==> src/rtl/sync_pkg.sv <==
// Shared constants and helpers for clock-domain-crossing blocks.
package sync_pkg;

    localparam int SYNC_STAGES_MIN = 2;

    // Ceiling log2; callers size counters with clog2(max_value + 1).
    function automatic int clog2(input int value);
        int result;
        int rem;
        result = 0;
        rem    = value - 1;
        while (rem > 0) begin
            result = result + 1;
            rem    = rem >> 1;
        end
        return result;
    endfunction

endpackage

==> src/rtl/sync_filter_bank_if.sv <==
// Bundle of the filter bank's mode control, raw inputs and conditioned outputs.
interface sync_filter_bank_if #(
    parameter int NCH = 8
);
    logic           filt_en;
    logic [NCH-1:0] in_async;
    logic [NCH-1:0] level_out;
    logic [NCH-1:0] rise_pulse;
    logic [NCH-1:0] fall_pulse;
    logic           change_any;

    modport master (
        output filt_en,
        output in_async,
        input  level_out,
        input  rise_pulse,
        input  fall_pulse,
        input  change_any
    );

    modport slave (
        input  filt_en,
        input  in_async,
        output level_out,
        output rise_pulse,
        output fall_pulse,
        output change_any
    );
endinterface

==> src/rtl/sync_filter_ch.sv <==
// One conditioner channel: synchroniser chain, stable-count glitch filter and
// registered edge pulses coincident with the filtered level change.
module sync_filter_ch
    import sync_pkg::*;
#(
    parameter int   SYNC_STAGES = 2,
    parameter int   FILT_CYCLES = 4,
    parameter logic INIT_VAL    = 1'b0
) (
    input  logic clk,
    input  logic rst,
    input  logic filt_en,
    input  logic mode_chg,
    input  logic in_async,
    output logic level_out,
    output logic rise_pulse,
    output logic fall_pulse
);

    localparam int STAGES = (SYNC_STAGES < SYNC_STAGES_MIN) ? SYNC_STAGES_MIN : SYNC_STAGES;
    localparam int CNT_W  = clog2(FILT_CYCLES + 1);
    localparam logic [CNT_W-1:0] CNT_LAST = CNT_W'(FILT_CYCLES - 1);

    (* ASYNC_REG = "TRUE" *) logic [STAGES-1:0] sync_reg;

    logic             sync_q;
    logic             level_reg;
    logic             level_next;
    logic [CNT_W-1:0] cnt_reg;
    logic [CNT_W-1:0] cnt_next;
    logic             rise_reg;
    logic             rise_next;
    logic             fall_reg;
    logic             fall_next;

    always_ff @(posedge clk or negedge rst) begin
        if (!rst) begin
            sync_reg <= {STAGES{INIT_VAL}};
        end else begin
            sync_reg <= {sync_reg[STAGES-2:0], in_async};
        end
    end

    assign sync_q = sync_reg[STAGES-1];

    // A mode change only clears the count; the level is held so the switch itself never pulses.
    always_comb begin
        level_next = level_reg;
        cnt_next   = cnt_reg;
        if (mode_chg) begin
            cnt_next = '0;
        end else if (!filt_en) begin
            level_next = sync_q;
            cnt_next   = '0;
        end else if (sync_q == level_reg) begin
            cnt_next = '0;
        end else if (cnt_reg == CNT_LAST) begin
            level_next = sync_q;
            cnt_next   = '0;
        end else begin
            cnt_next = cnt_reg + 1'b1;
        end
        rise_next = ~level_reg &  level_next;
        fall_next =  level_reg & ~level_next;
    end

    always_ff @(posedge clk or negedge rst) begin
        if (!rst) begin
            level_reg <= INIT_VAL;
            cnt_reg   <= '0;
            rise_reg  <= 1'b0;
            fall_reg  <= 1'b0;
        end else begin
            level_reg <= level_next;
            cnt_reg   <= cnt_next;
            rise_reg  <= rise_next;
            fall_reg  <= fall_next;
        end
    end

    assign level_out  = level_reg;
    assign rise_pulse = rise_reg;
    assign fall_pulse = fall_reg;

endmodule

==> src/rtl/sync_filter_bank.sv <==
// Multi-channel asynchronous-input conditioner: NCH independent sync/filter/edge
// channels sharing a filter-enable control; change_any is the only cross-channel logic.
module sync_filter_bank
    import sync_pkg::*;
#(
    parameter int             NCH         = 8,
    parameter int             SYNC_STAGES = 2,
    parameter int             FILT_CYCLES = 4,
    parameter logic [NCH-1:0] INIT_VAL    = '0
) (
    input  logic              clk,
    input  logic              rst,
    sync_filter_bank_if.slave bus
);

    logic           filt_en_reg;
    logic           mode_chg;
    logic [NCH-1:0] level_vec;
    logic [NCH-1:0] rise_vec;
    logic [NCH-1:0] fall_vec;

    // Previous mode, so every channel can clear its count on the cycle filt_en changes.
    always_ff @(posedge clk or negedge rst) begin
        if (!rst) begin
            filt_en_reg <= 1'b1;
        end else begin
            filt_en_reg <= bus.filt_en;
        end
    end

    assign mode_chg = bus.filt_en ^ filt_en_reg;

    generate
        for (genvar gi = 0; gi < NCH; gi++) begin : g_ch
            sync_filter_ch #(
                .SYNC_STAGES (SYNC_STAGES),
                .FILT_CYCLES (FILT_CYCLES),
                .INIT_VAL    (INIT_VAL[gi])
            ) u_ch (
                .clk        (clk),
                .rst        (rst),
                .filt_en    (bus.filt_en),
                .mode_chg   (mode_chg),
                .in_async   (bus.in_async[gi]),
                .level_out  (level_vec[gi]),
                .rise_pulse (rise_vec[gi]),
                .fall_pulse (fall_vec[gi])
            );
        end
    endgenerate

    assign bus.level_out  = level_vec;
    assign bus.rise_pulse = rise_vec;
    assign bus.fall_pulse = fall_vec;
    assign bus.change_any = |(rise_vec | fall_vec);

endmodule
==> src/flat_wrapper.sv <==
// flat-port wrapper written by rule: the top's interface ports become plain ports
module sync_filter_bank_flat import sync_pkg::*;
#(
    parameter int             NCH         = 8,
    parameter int             SYNC_STAGES = 2,
    parameter int             FILT_CYCLES = 4,
    parameter logic [NCH-1:0] INIT_VAL    = '0
)
  (clk, rst, bus_filt_en, bus_in_async, bus_level_out, bus_rise_pulse, bus_fall_pulse, bus_change_any);
  sync_filter_bank_if #(.NCH(NCH)) bus_i ();
  input  logic clk;
  input  logic rst;
  input wire logic [$bits(bus_i.filt_en)-1:0] bus_filt_en;
  input wire logic [$bits(bus_i.in_async)-1:0] bus_in_async;
  output wire logic [$bits(bus_i.level_out)-1:0] bus_level_out;
  output wire logic [$bits(bus_i.rise_pulse)-1:0] bus_rise_pulse;
  output wire logic [$bits(bus_i.fall_pulse)-1:0] bus_fall_pulse;
  output wire logic [$bits(bus_i.change_any)-1:0] bus_change_any;
  assign bus_i.filt_en = bus_filt_en;
  assign bus_i.in_async = bus_in_async;
  assign bus_level_out = bus_i.level_out;
  assign bus_rise_pulse = bus_i.rise_pulse;
  assign bus_fall_pulse = bus_i.fall_pulse;
  assign bus_change_any = bus_i.change_any;
  sync_filter_bank #(.NCH(NCH), .SYNC_STAGES(SYNC_STAGES), .FILT_CYCLES(FILT_CYCLES), .INIT_VAL(INIT_VAL)) u_core (.clk(clk), .rst(rst), .bus(bus_i));
endmodule
==> config.mk <==
export PLATFORM = sky130hd
export DESIGN_NAME = sync_filter_bank_flat
export DESIGN_NICKNAME = d
export VERILOG_FILES = /design/src/rtl/sync_pkg.sv /design/src/rtl/sync_filter_bank_if.sv /design/src/rtl/sync_filter_ch.sv /design/src/rtl/sync_filter_bank.sv /design/src/flat_wrapper.sv
export SDC_FILE = /design/constraint.sdc
export NUM_CORES = 1
export LEC_CHECK = 0
export CAP_MARGIN = 20
export CELL_PAD_IN_SITES_DETAIL_PLACEMENT = 1
export CELL_PAD_IN_SITES_GLOBAL_PLACEMENT = 2
export CORE_ASPECT_RATIO = 1.75
export CORE_MARGIN = 2
export CORE_UTILIZATION = 45
export CTS_CLUSTER_DIAMETER = 80
export DETAILED_ROUTE_END_ITERATION = 12
export DONT_BUFFER_PORTS = 1
export GPL_TIMING_DRIVEN = 0
export PLACE_DENSITY = 0.81
export SLEW_MARGIN = 30
export SYNTH_ARGS = -nofsm -noshare
export SYNTH_HDL_FRONTEND = slang
export SYNTH_SLANG_ARGS = --single-unit
==> constraint.sdc <==
create_clock -name clk -period 3.1 [get_ports clk]
set_clock_uncertainty 0.15 [all_clocks]
set_input_delay 0.62 -clock clk [delete_from_list [all_inputs] [get_ports clk]]
set_output_delay 0.62 -clock clk [all_outputs]
set_load 0.01 [all_outputs]
==> out/qor.csv, run 1 <==
stage;metric;value;unit
detailed_routing;drc_errors;0;
layout;syn_to_final_growth;11.16;%
detailed_routing;drt_iter0_drc;37;
timing;drv_slew;0;
timing;tightestPinTransition;0.6489;ns
clocking;post_cts_buffers;0;
clocking;h-tree-depth;3;
floorplanning;fp.dieH;109.3;um
placement;gp_congestion;0.6771;
detailed_routing;via_count;1652;
placement;numPortBuffers;0;
synth;synthCells;217;
power_and_ir_drop;powerDensity;557.8;nW/um^2
detailed_routing;routedWlPerCell;16.60;um
global_route;grt_pass1_vias;1688;
timing;post-route-period-util;0.7019;
timing;hold_viol_final;0;
layout;nFillCells;642;
synth;synthDominantAreaCellType;dfrtp_1;
synth;ys.flop_type;dfrtp_1;
layout;largest_reg_flops;24;
global_route;grt_pass1_wl;8694;um
setup_path;crit_chain;nor4_1 -> nand4_1;
synth;yosysMostFrequentCell;dfrtp_1;
layout;seqCellArea;1628;sq um
synth;synth_edf_count;0;
synth;synthDistinctLibCells;29;
worst_hold_path;hold_class;in -> reg;
timing;setup_tns;0;ns
synth;ys_seq_area_frac;0.5714;
timing;setup_viol;0;
setup_path;cpPeakStageDelay;0.45;ns
timing;rsz0062_at_grt;false;
floorplanning;io_pins;36;
synth;synth_nets;236;
clocking;cts.path.max_buffers;2;
timing;timing.fmax;459.6;MHz
clocking;path_clk_slew;0.06;ns
layout;final_util;0.5123;
flow_run;cap_viol_max_count;0;
floorplanning;num_rows;38;
global_route;grt_max_degree;66;
setup_path;cp_num_buf_inv;0;
power_and_ir_drop;p_leak;1.493;nW
layout;final_layout_size_suffix_gt1_frac;0.2991;
clocking;cts_sinks;65;
floorplanning;dieArea;7008;sq um
detailed_routing;wl;5212;um
synth;yosys-top-cells-count;64 x dfrtp_1, 24 x buf_4, 16 x nor3b_1, 14 x a21oi_1, 14 x nor3b_2;
synth;netlist.area_leader.share;0.5621;
synth;async_flop_share;1.000;
setup_path;crit_path_end_kind;output pin;
synth;synthTopCellsByArea;dfrtp_1 56%, buf_4 6.3%, nor3b_2 6.1%;
floorplanning;core_region_area;6181;sq um
layout;layout.nets;249;
synth;yosysWarnings;0;
setup_path;cpLargestDelayFamily;simple AND/OR/NAND/NOR gates;
synth;synth_area;2849;sq um
clocking;clkLatencyLatePin;0.34;ns
setup_path;path_class;reg -> out;
setup_path;critical_path.max_fanout;2;
detailed_routing;vias_per_cell;5.261;
clocking;cts_buffers;9;
clocking;clock_tree.root_cell;clkbuf_8;
floorplanning;dieWidth;64.15;um
setup_path;cp.required;2.33;ns
detailed_routing;drtPass1Iterations;4;
timing;relSlewSlack;0.5658;
global_route;gr-total-overflow;0;
layout;multi_input_area;997.2;sq um
power_and_ir_drop;vdd.ir_drop.worst;0.2959;mV
global_route;antenna_found_initial;0;
floorplanning;initial_core_util;0.4609;
detailed_routing;drtAntennaViolNets;0;
setup_path;crit_arrival;1.41;ns
placement;place_hpwl;3653;um
run_status;outcome;completed;
synth;avgSynthCellArea;13.13;sq um
setup_path;cp_slowest_cell;nor4_1;
synth;ys_ff_latch;65;
layout;diodes;0;
setup_path;crit_path_start_kind;flip-flop;
clocking;cts_tree;built;
timing;min_period;2.176;ns
global_route;track_usage;0.1704;
placed cells by master (no fill, tap or decap), types with 2 or more instances in the layout:
master    netlist  routed
nor3b_2        14      14
a21oi_1        14      14
xor2_1          8       8
and3_1          2       2
clkinv_2        0       3
nand2_4         6       6
nor4_1          4       4
nand3b_1        7       7
nor2b_1         9       9
buf_4          24      24
nand2_2         2       2
nor3_2          2       2
clkbuf_8        0      12
clkbuf_1        2       2
ha_1            8       8
dfrtp_1        64      64
mux2i_1         7       7
nor3_1          6       6
nor3b_1        16      16
o21ai_0         6       6
o22ai_1         6       6
layout make-up:
cell class,instances,share of cell area
plain buffers,29,0.07072
clock buffers,12,0.05215
clock inverters,3,0.004741
multi-input cells,123,0.3149
flip-flops and latches,65,0.5140
well taps,80,0.03161
repair buffers,2,0.01185
timing repair:
item,CTS,global route
resized for setup,0,0
endpoints found under the hold margin,65,0
hold buffers,2,0
logic make-up after synthesis:
| family | Yosys count | synth area share |
|---|---|---|
| simple gates | 71 | 0.2064 |
| flops | 65 | 0.5714 |
| buf+inv | 29 | 0.07861 |
| compound gates | 28 | 0.05402 |
| xor+xnor | 8 | 0.02459 |
| mux | 8 | 0.02986 |
| fa+ha+maj | 8 | 0.03514 |
metal layers:
metal / vias to the layer above / share of wire / global-route usage
li1: 764 / - / -
met1: 837 / 0.41 / 0.1929
met2: 42 / 0.52 / 0.2827
met3: 9 / 0.045 / 0.05366
met4: 0 / 0.025 / 0.09574
met5: - / 0 / 0
final timing paths:
check / from / end / slack [ns] / cells after the start
max: u_core.g_ch[0].u_ch.fall_pulse$_DFF_PN0_ / bus_change_any / 0.92 / 2
min: bus_filt_en / u_core.filt_en_reg$_DFF_PN1_ / 0.13 / 0
max reg2reg: u_core.filt_en_reg$_DFF_PN1_ / u_core.g_ch[7].u_ch.level_out$_DFF_PN0_ / 1.51 / 3
min reg2reg: u_core.g_ch[6].u_ch.sync_reg[0]$_DFF_PN0_ / u_core.g_ch[6].u_ch.sync_reg[1]$_DFF_PN0_ / 0.20 / 0
max in group asynchronous: rst / u_core.filt_en_reg$_DFF_PN1_ / 1.82 / 2
min in group asynchronous: rst / u_core.g_ch[7].u_ch.level_out$_DFF_PN0_ / 0.68 / 2
power breakdown:
| group | switching [mW] | internal (mW) | leakage (nW) |
|---|---|---|---|
| sequential | 0.0453 | 0.891 | 0.845 |
| combinational | 0.0989 | 0.0849 | 0.550 |
| clock | 0.300 | 0.347 | 0.0980 |
stage by stage:
step / power, mW / hold slack, ns / instance area, sq um / setup slack, ns / cells
after global placement: 1.112 / 0.1759 / 2949 / 1.278 / 297
after CTS: 1.800 / 0.1022 / 3167 / 0.9033 / 314
final: 1.766 / 0.1275 / 3167 / 0.9241 / 314
after floorplan: 1.082 / 0.1744 / 2849 / 1.476 / 217
after detailed placement: 1.118 / 0.1759 / 2949 / 1.256 / 297
after global routing: 1.854 / 0.1035 / 3167 / 0.8007 / 314
Note: power is estimated with default switching activity, not from simulation.
==> inputs of run 2 (changes only) <==
Settings changed: CORE_UTILIZATION 45 to 39, PLACE_DENSITY 0.81 to 0.75.
Clock period 3.1 ns to 1.8 ns, I/O delays scaled along.
==> run 2 against run 1 <==
Compared with the run above:
- the flow now finishes with violations (negative hold slack, negative setup slack)
- sequential power increased by 73%
- die area is 15% higher
- clock-buffer cell count grew 2
- combinational power rose by 65%
- highest routed layer unchanged
==> out/qor.csv, run 2 (synthesis gave the netlist of run 1 again) <==
stage;metric;value;unit;change
run_status;outcome;finished, violations left;;was completed
run_status;violations;negative hold slack, negative setup slack;;
detailed_routing;drc_errors;0;;unchanged
layout;final_cells;327;;was 314
setup_path;cp_slowest_cell;dfrtp_1;;was nor4_1
detailed_routing;drtPass1Iterations;4;;unchanged
layout;final_layout_size_suffix_gt1_frac;0.2822;;was 0.2991
floorplanning;dieArea;8032;sq um;was 7008 sq um
worst_hold_path;hold_class;in -> async;;was in -> reg
clocking;clkLatencyLatePin;0.33;ns;was 0.34 ns
detailed_routing;via_count;1693;;was 1652
layout;diodes;0;;unchanged
clocking;cts_tree;built;;unchanged
setup_path;crit_path_end_kind;output pin;;unchanged
clocking;h-tree-depth;3;;unchanged
detailed_routing;routedWlPerCell;17.05;um;was 16.60 um
floorplanning;initial_core_util;0.3995;;was 0.4609
global_route;grt_pass1_wl;8970;um;was 8694 um
detailed_routing;drtAntennaViolNets;0;;unchanged
clocking;cts-hold-fix-buffers;9;;was 2
detailed_routing;drt_iter0_drc;95;;was 37
timing;fin_ws;-0.01077;ns;was 0.9241 ns
timing;tightestPinTransition;0.7112;ns;was 0.6489 ns
power_and_ir_drop;vdd.ir_drop.worst;0.6649;mV;was 0.2959 mV
clocking;cts.path.max_buffers;2;;unchanged
timing;hold_viol_final;65;;was 0
layout;nFillCells;726;;was 642
timing;rsz0062_at_grt;true;;was false
global_route;grt_max_degree;66;;unchanged
global_route;grt_pass1_vias;1765;;was 1688
global_route;gr-total-overflow;0;;unchanged
setup_path;cpPeakStageDelay;0.40;ns;was 0.45 ns
floorplanning;core_region_area;7131;sq um;was 6181 sq um
floorplanning;fp.dieH;117.1;um;was 109.3 um
timing;relSlewSlack;0.5241;;was 0.5658
placement;place_area;2957;sq um;was 2949 sq um
setup_path;cp.required;1.29;ns;was 2.33 ns
power_and_ir_drop;pwr-share-seq;0.466;;was 0.530
global_route;antenna_found_initial;0;;unchanged
timing;min_period;1.811;ns;
power_and_ir_drop;p_switching;0.7898;mW;was 0.4438 mW
timing;timing.fmax;552.3;MHz;
flow_run;cap_viol_max_count;0;;unchanged
detailed_routing;vias_per_cell;5.177;;was 5.261
layout;most-common-layout-cells;64 x dfrtp_1, 25 x buf_4, 16 x nor3b_1;;was 64 x dfrtp_1, 24 x buf_4, 16 x nor3b_1
layout;syn_to_final_growth;17.22;%;was 11.16%
placement;numPortBuffers;0;;unchanged
setup_path;path_class;reg -> out;;unchanged
power_and_ir_drop;clockPowerShare;0.446;;was 0.366
layout;largest_reg_flops;24;;unchanged
clocking;cts_sinks;65;;unchanged
clocking;path_clk_slew;0.05;ns;was 0.06 ns
setup_path;crit_path_start_kind;flip-flop;;unchanged
setup_path;crit_chain;nor4_4 -> nand4_1;;was nor4_1 -> nand4_1
timing;post-route-period-util;1.006;;
layout;layout.nets;257;;was 249
placement;place_hpwl;3871;um;was 3653 um
timing;drv_slew;0;;unchanged
timing;setup_tns;-0.01077;ns;was 0 ns
clocking;clock_tree.root_cell;clkbuf_16;;was clkbuf_8
power_and_ir_drop;pwr-share-comb;0.087;;was 0.104
placement;gp_congestion;0.7398;;was 0.6771
layout;final_common_cell;dfrtp_1;;unchanged
global_route;track_usage;0.1588;;was 0.1704
power_and_ir_drop;powerDensity;1041;nW/um^2;was 557.8 nW/um^2
setup_path;crit_arrival;1.30;ns;was 1.41 ns
placement;post-place-ws;0.1202;ns;was 1.256 ns
detailed_routing;wl;5574;um;was 5212 um
timing;whs;-0.4209;ns;was 0.1275 ns
power_and_ir_drop;switching_share;0.2273;;was 0.2512
placement;place_inst;303;;was 297
floorplanning;num_rows;41;;was 38
power_and_ir_drop;p_leak;1.558;nW;was 1.493 nW
setup_path;critical_path.max_fanout;2;;unchanged
power_and_ir_drop;intPower;2.685;mW;was 1.323 mW
floorplanning;dieWidth;68.61;um;was 64.15 um
timing;setup_viol;1;;was 0
clocking;cts_buffers;9;;unchanged
layout;fin_area;3339;sq um;was 3167 sq um
floorplanning;io_pins;36;;unchanged
## run 2: power by group through the flow
| stage | logic, mW | registers (mW) | clock network [mW] |
|---|---|---|---|
| final | 0.304 | 1.62 | 1.55 |
| after global routing | 0.334 | 1.63 | 1.65 |
| after CTS | 0.308 | 1.62 | 1.59 |
| after detailed placement | 0.286 | 1.64 | 0 |
| after global placement | 0.277 | 1.64 | 0 |
| after floorplan | 0.248 | 1.62 | 0 |
## run 2: layer usage
metal  share of wire  up-vias  wire length (um)  global-route usage
met3           0.038       10               210             0.03824
met4           0.025        0               140             0.08400
li1                -      780                 -                   -
met1            0.39      866              2167              0.1787
met5               0        -                 0                   0
met2            0.55       37              3056              0.2699
## run 2: cell type report
| cell class | count | area, sq um | share of cell area |
|---|---|---|---|
| plain buffers | 29 | 224.0 | 0.06707 |
| clock buffers | 14 | 264.0 | 0.07906 |
| multi-input cells | 123 | 1018 | 0.3050 |
| flip-flops and latches | 65 | 1628 | 0.4874 |
| well taps | 86 | 107.6 | 0.03222 |
| repair buffers | 10 | 97.59 | 0.02922 |
## run 2: what timing repair did
action | CTS | global route
resized for setup | 3 | 0
hold endpoints to repair | 74 | 65
pin swaps | 2 | 0
setup buffers | 1 | 0
setup endpoints to repair | 1 | 1
## run 2: path summary, 6_finish.rpt
check                                                     startpoint                                   endpoint  slack [ns]  cells past startpoint
setup / recovery            u_core.g_ch[3].u_ch.rise_pulse$_DFF_PN0_                             bus_change_any       -0.01                      2
hold / removal                                                   rst  u_core.g_ch[7].u_ch.sync_reg[0]$_DFF_PN0_       -0.42                      0
setup reg to reg                        u_core.filt_en_reg$_DFF_PN1_    u_core.g_ch[7].u_ch.level_out$_DFF_PN0_        0.14                      3
hold reg to reg            u_core.g_ch[0].u_ch.sync_reg[0]$_DFF_PN0_  u_core.g_ch[0].u_ch.sync_reg[1]$_DFF_PN0_        0.20                      0
max in group asynchronous                                        rst               u_core.filt_en_reg$_DFF_PN1_        1.74                      0
min in group clk           u_core.g_ch[0].u_ch.sync_reg[0]$_DFF_PN0_  u_core.g_ch[0].u_ch.sync_reg[1]$_DFF_PN0_        0.20                      0
## run 2: worst max-delay path: cells and delay by family (launching register included)
kind	cells	cell delay, ns
flops	1	0.40
simple gates	2	0.57
## run 2: stage by stage
stage,util,power (mW)
6_report,0.4683,3.475
3_3_place_gp,0.4146,1.919
5_1_grt,0.4683,3.611
3_5_place_dp,0.4146,1.931
2_1_floorplan,-,1.863
4_1_cts,0.4683,3.522
==> patch 1, RTL diff (config.mk and constraints of run 2) <==
`INIT_VAL` is set to '0 in 3 places; all go to 1.
--- a/src/rtl/sync_filter_ch.sv
+++ b/src/rtl/sync_filter_ch.sv
@@ -5,7 +5,7 @@
 #(
     parameter int   SYNC_STAGES = 2,
     parameter int   FILT_CYCLES = 4,
-    parameter logic INIT_VAL    = 1'b0
+    parameter logic INIT_VAL    = 1'b1
 ) (
     input  logic clk,
     input  logic rst,
--- a/src/rtl/sync_filter_bank.sv
+++ b/src/rtl/sync_filter_bank.sv
@@ -6,7 +6,7 @@
     parameter int             NCH         = 8,
     parameter int             SYNC_STAGES = 2,
     parameter int             FILT_CYCLES = 4,
-    parameter logic [NCH-1:0] INIT_VAL    = '0
+    parameter logic [NCH-1:0] INIT_VAL    = 1
 ) (
     input  logic              clk,
     input  logic              rst,
--- a/src/flat_wrapper.sv
+++ b/src/flat_wrapper.sv
@@ -4,7 +4,7 @@
     parameter int             NCH         = 8,
     parameter int             SYNC_STAGES = 2,
     parameter int             FILT_CYCLES = 4,
-    parameter logic [NCH-1:0] INIT_VAL    = '0
+    parameter logic [NCH-1:0] INIT_VAL    = 1
 )
   (clk, rst, bus_filt_en, bus_in_async, bus_level_out, bus_rise_pulse, bus_fall_pulse, bus_change_any);
   sync_filter_bank_if #(.NCH(NCH)) bus_i ();
Check against the original RTL: not equivalent (Yosys sat finds a counterexample within 4 cycles, from zero or initial values and one cycle with rst low).
==> patch 1 against run 2 <==
The flow finishes with violations (hold timing); clock power up 16%; total power up 7.5%; non-clock buffer count unchanged; setup slack better by 0.033 ns; area after synthesis up 0.13%; design area up 1.9%; global-route usage up 0.66 points; die area up 0.12%; sequential power about the same; sequential cell count unchanged; routed wire length up 0.83%.
==> patch 1: results <==
[outcome]
status = finished, violations left
violations = hold timing

[critical_path]
critical-path-slowest-cell = dfrtp_1
arrival_ns = 1.27
cp_max_fo = 2

[clock_tree]
clock_path_buffers = 2
root_buffer = clkbuf_16
htreeDepth = 3

[placed_design]
dp_slack_ns = 0.157
gp_congestion = 0.687
place_area_um2 = 2960
dp_hpwl_um = 3770

[worst_hold_path]
hold_class = in -> async

[routing]
dr.first_iter.drc_count = 68
drt-vias-per-instance = 5.22
num_vias = 1718
firstDrtPassIters = 4
routed_wl_um = 5620

[power]
p_leak_nw = 1.58
intPower_w = 0.00292
vdd_drop_max_mv = 0.613

[grt]
grt_pass1_vias = 1864
grt_pass1_wl_um = 9310
track_usage_pct = 16.5
grt_antenna_before_repair = 0

[logic_synthesis]
syn-num-nets = 236
async_flop_share_pct = 100
synth_cell_types = 29
synthTopCellsByCount = dfrtp_1 (61), buf_4 (24), nor3b_1 (16)
synthTopCellsByArea = dfrtp_1 (54%), buf_4 (6.3%), nor3b_2 (6.1%)
yosysSeqAreaShare_pct = 57.2

[cells_and_area]
n_fill_cell = 752
drive_gt1_share_pct = 31.3
diodes = 0

[sta]
hold_slack_ns = -0.425
timing.final.hold_violations = 65
slew_headroom_pct = 53.9
patch 1: changes by cell type in the layout (fill, tap and decap cells not counted), sizes merged:
cell / change
dfrtp: -3
clkinv: +1
bufinv: +1
dfstp: +3
patch 1: path summary, 6_finish.rpt:
kind | start | to | slack (ns) | depth (start not counted)
worst max-delay path | u_core.g_ch[3].u_ch.rise_pulse$_DFF_PN0_ | bus_change_any | 0.02 | 2
worst min-delay path | rst | u_core.g_ch[5].u_ch.cnt_reg[1]$_DFF_PN0_ | -0.43 | 0
worst max register to register | u_core.filt_en_reg$_DFF_PN1_ | u_core.g_ch[7].u_ch.level_out$_DFF_PN0_ | 0.16 | 3
max in group asynchronous | rst | u_core.g_ch[0].u_ch.level_out$_DFF_PN1_ | 1.74 | 0
worst min register to register | u_core.g_ch[1].u_ch.sync_reg[0]$_DFF_PN0_ | u_core.g_ch[1].u_ch.sync_reg[1]$_DFF_PN0_ | 0.19 | 0
min in group clk | u_core.g_ch[1].u_ch.sync_reg[0]$_DFF_PN0_ | u_core.g_ch[1].u_ch.sync_reg[1]$_DFF_PN0_ | 0.19 | 0
patch 1: routing by layer:
layer | wire (µm) | part of all wire [%] | track usage, %
met1 | 2180 | 39 | 18.0
met2 | 3080 | 55 | 28.4
met3 | 229 | 4.1 | 3.82
met4 | 129 | 2.3 | 9.60
met5 | 0 | 0 | 0
patch 1: cell families (layout without fill, tap and decap cells):
logic type,after synthesis,after routing,synth area share (%)
XOR/XNOR,8,8,2.46
multiplexers,8,8,2.98
AND/OR/NAND/NOR,71,71,20.6
adder cells (fa/ha/maj),8,8,3.51
buffers and inverters,29,55,7.85
flip-flops,65,65,57.2
AO/OA/AOI/OAI,28,28,5.40
patch 1: what timing repair did:
action                     in CTS  in global routing
setup endpoints to repair       1                  1
hold endpoints to repair       74                 65
resized for setup               4                  0
setup buffers                   0                  1
pin swaps                       2                  2
patch 1: power groups by stage:
stage                     combinational [W]  clock [W]  sequential, W
after floorplan                    0.000248          0        0.00162
after global placement             0.000277          0        0.00165
after detailed placement           0.000288          0        0.00165
after CTS                          0.000309    0.00186        0.00163
after global routing               0.000341    0.00190        0.00164
final                              0.000306    0.00180        0.00162
patch 1: stage by stage:
stage               hold slack (ns)  setup TNS, ns
finish                       -0.425              0
global route                 -0.432        -0.0577
CTS                          -0.440              0
detailed placement          -0.0834              0
global placement            -0.0834              0
floorplan                   -0.0856              0
patch 1: final cells by class:
| class | instances | area, µm² | share of cell area (%) |
|---|---|---|---|
| Sequential cell | 65 | 1630 | 47.9 |
| Multi-Input combinational cell | 123 | 1020 | 30.1 |
| Clock buffer | 14 | 284 | 8.34 |
| Buffer | 29 | 224 | 6.58 |
| Tap cell | 86 | 108 | 3.16 |
| Timing Repair Buffer | 10 | 97.6 | 2.87 |
| Clock inverter | 2 | 35.0 | 1.03 |
==> patch 2, RTL diff (config.mk and constraints of run 2) <==
Without the edit above. Make the reset (`rst`) synchronous in 3 clocked blocks. Comments in the files are not updated.
--- a/src/rtl/sync_filter_ch.sv
+++ b/src/rtl/sync_filter_ch.sv
@@ -33,7 +33,7 @@
     logic             fall_reg;
     logic             fall_next;
 
-    always_ff @(posedge clk or negedge rst) begin
+    always_ff @(posedge clk) begin
         if (!rst) begin
             sync_reg <= {STAGES{INIT_VAL}};
         end else begin
@@ -64,7 +64,7 @@
         fall_next =  level_reg & ~level_next;
     end
 
-    always_ff @(posedge clk or negedge rst) begin
+    always_ff @(posedge clk) begin
         if (!rst) begin
             level_reg <= INIT_VAL;
             cnt_reg   <= '0;
--- a/src/rtl/sync_filter_bank.sv
+++ b/src/rtl/sync_filter_bank.sv
@@ -20,7 +20,7 @@
     logic [NCH-1:0] fall_vec;
 
     // Previous mode, so every channel can clear its count on the cycle filt_en changes.
-    always_ff @(posedge clk or negedge rst) begin
+    always_ff @(posedge clk) begin
         if (!rst) begin
             filt_en_reg <= 1'b1;
         end else begin
Behaviour: differs if rst is asserted again (counterexample within 4 cycles, from zero or initial values and one cycle with rst low); with rst held inactive, the same outputs for 10 cycles.
==> patch 2 against run 2 <==
Design area shrank 6.3%; setup slack gained 0.11 ns; routed wire length shrank 9.7%; via count grew 5.2%; total power shrank 1.2%; sequential cell count is the same; register-to-register slack gained 0.04 ns; sequential share of layout area shrank 7.2 points; critical path depth is the same; area after synthesis shrank 7.6%.
==> patch 2: results <==
[logic_synthesis]
synth_cell_types = 23
synth_fa_ha_area_share_pct = 7.60
async_flop_share_pct = 0
synthTopCellsByCount = dfxtp_1 (65), buf_4 (24), nor2_1 (24)
synth_mux_area_share_pct = 6.46
synthTopCellsByArea = dfxtp_1 (49%), ha_1 (7.6%), buf_4 (6.8%)
synth_compound_area_share_pct = 4.56
synthXorXnorAreaFrac_pct = 2.66
syn-num-nets = 292

[cells_and_area]
nets = 309
drive_gt1_share_pct = 19.2

[placed_design]
gp_congestion = 0.723
dp_hpwl_um = 3640
io_buffers = 0

[critical_path]
r2r_slack_ns = 0.18
critical-path-slowest-cell = dfxtp_1
cpPeakStageDelay_ns = 0.36

[grt]
grt_max_degree = 11
grt_pass1_vias = 1852
grt_pass1_wl_um = 8630
track_usage_pct = 15.8

[power]
p_leak_nw = 1.34
power.switching_w = 0.000687
vdd_drop_max_mv = 0.635

[sta]
tightestPinTransition_ns = 0.405

[worst_hold_path]
hold_class = in -> reg

[routing]
dr.first_iter.drc_count = 30
wire_per_inst_um = 13.6
drt-vias-per-instance = 4.83
drt-met1-wl_um = 2020
wl_met2_um = 2700
firstDrtPassIters = 2

[outcome]
status = finished clean
-- patch 2: cell count changes after synthesis, moves of 9 or more --
cell | run 2 | this run
nor2_1 | 1 | 24
nor2b_1 | 9 | 0
nor3b_2 | 14 | 0
dfrtp_1 | 64 | 0
and2_1 | 1 | 16
dfxtp_1 | 0 | 65
inv_1 | 0 | 16
-- patch 2: path summary, 6_finish.rpt --
path / startpoint / endpoint / cells after the start
worst max-delay path: u_core.g_ch[5].u_ch.rise_pulse$_SDFF_PN0_ / bus_change_any / 2
worst min-delay path: bus_in_async[1] / u_core.g_ch[1].u_ch.sync_reg[0]$_SDFF_PN0_ / 1
worst max register to register: u_core.filt_en_reg$_SDFF_PN1_ / u_core.g_ch[5].u_ch.fall_pulse$_SDFF_PN0_ / 5
worst min register to register: u_core.g_ch[2].u_ch.cnt_reg[0]$_SDFF_PP0_ / u_core.g_ch[2].u_ch.cnt_reg[0]$_SDFF_PP0_ / 1
-- patch 2: worst max-delay path: cells and delay by family, from the launching register on --
family	cells	cell delay, ns
flops	1	0.36
simple gates	2	0.51
-- patch 2: what timing repair did --
item                                   in CTS  in global routing
pin swaps                                   0                  0
endpoints found under the hold margin       6                  0
buffers inserted                            0                  0
setup endpoints to repair                   1                  5
hold buffers                                6                  0
resized for setup                           3                  1
-- patch 2: cell type report --
class,instances,area (µm²)
fill,766,3410
buffer,32,216
clock inverter,2,35.0
tap,82,103
clock buffer,14,274
timing repair buffer,6,60.1
multi-input combinational,152,1080
sequential,65,1300
inverter,16,60.1
-- patch 2: metal layers --
metal | global-route usage, % | vias up
met5 | 0 | -
met2 | 27.1 | 31
met4 | 8.98 | 0
met3 | 5.21 | 9
li1 | - | 891
met1 | 16.3 | 850
-- patch 2: cells by family after synthesis --
kind of cell	after synthesis
flip-flops	65
AND/OR/NAND/NOR	88
buffers and inverters	48
adder cells (fa/ha/maj)	16
multiplexers	16
AO/OA/AOI/OAI	24
XOR/XNOR	8
-- patch 2: power by group through the flow --
stage / combinational (W) / clock, W / sequential, W
floorplan: 0.000126 / 0 / 0.00153
global placement: 0.000152 / 0 / 0.00154
detailed placement: 0.000154 / 0 / 0.00155
CTS: 0.000165 / 0.00182 / 0.00152
global route: 0.000183 / 0.00186 / 0.00152
finish: 0.000162 / 0.00176 / 0.00152
-- patch 2: stage by stage --
step	hold WS (ns)	setup slack, ns	cells	cell area (µm²)	util, %
floorplan	0.249	0.389	265	2630	-
global placement	0.257	0.0761	347	2740	41.8
detailed placement	0.267	0.0538	347	2740	41.8
CTS	0.000460	0.0374	369	3130	47.8
global route	0.00820	0.0536	369	3130	47.9
finish	0.0168	0.0995	369	3130	47.9
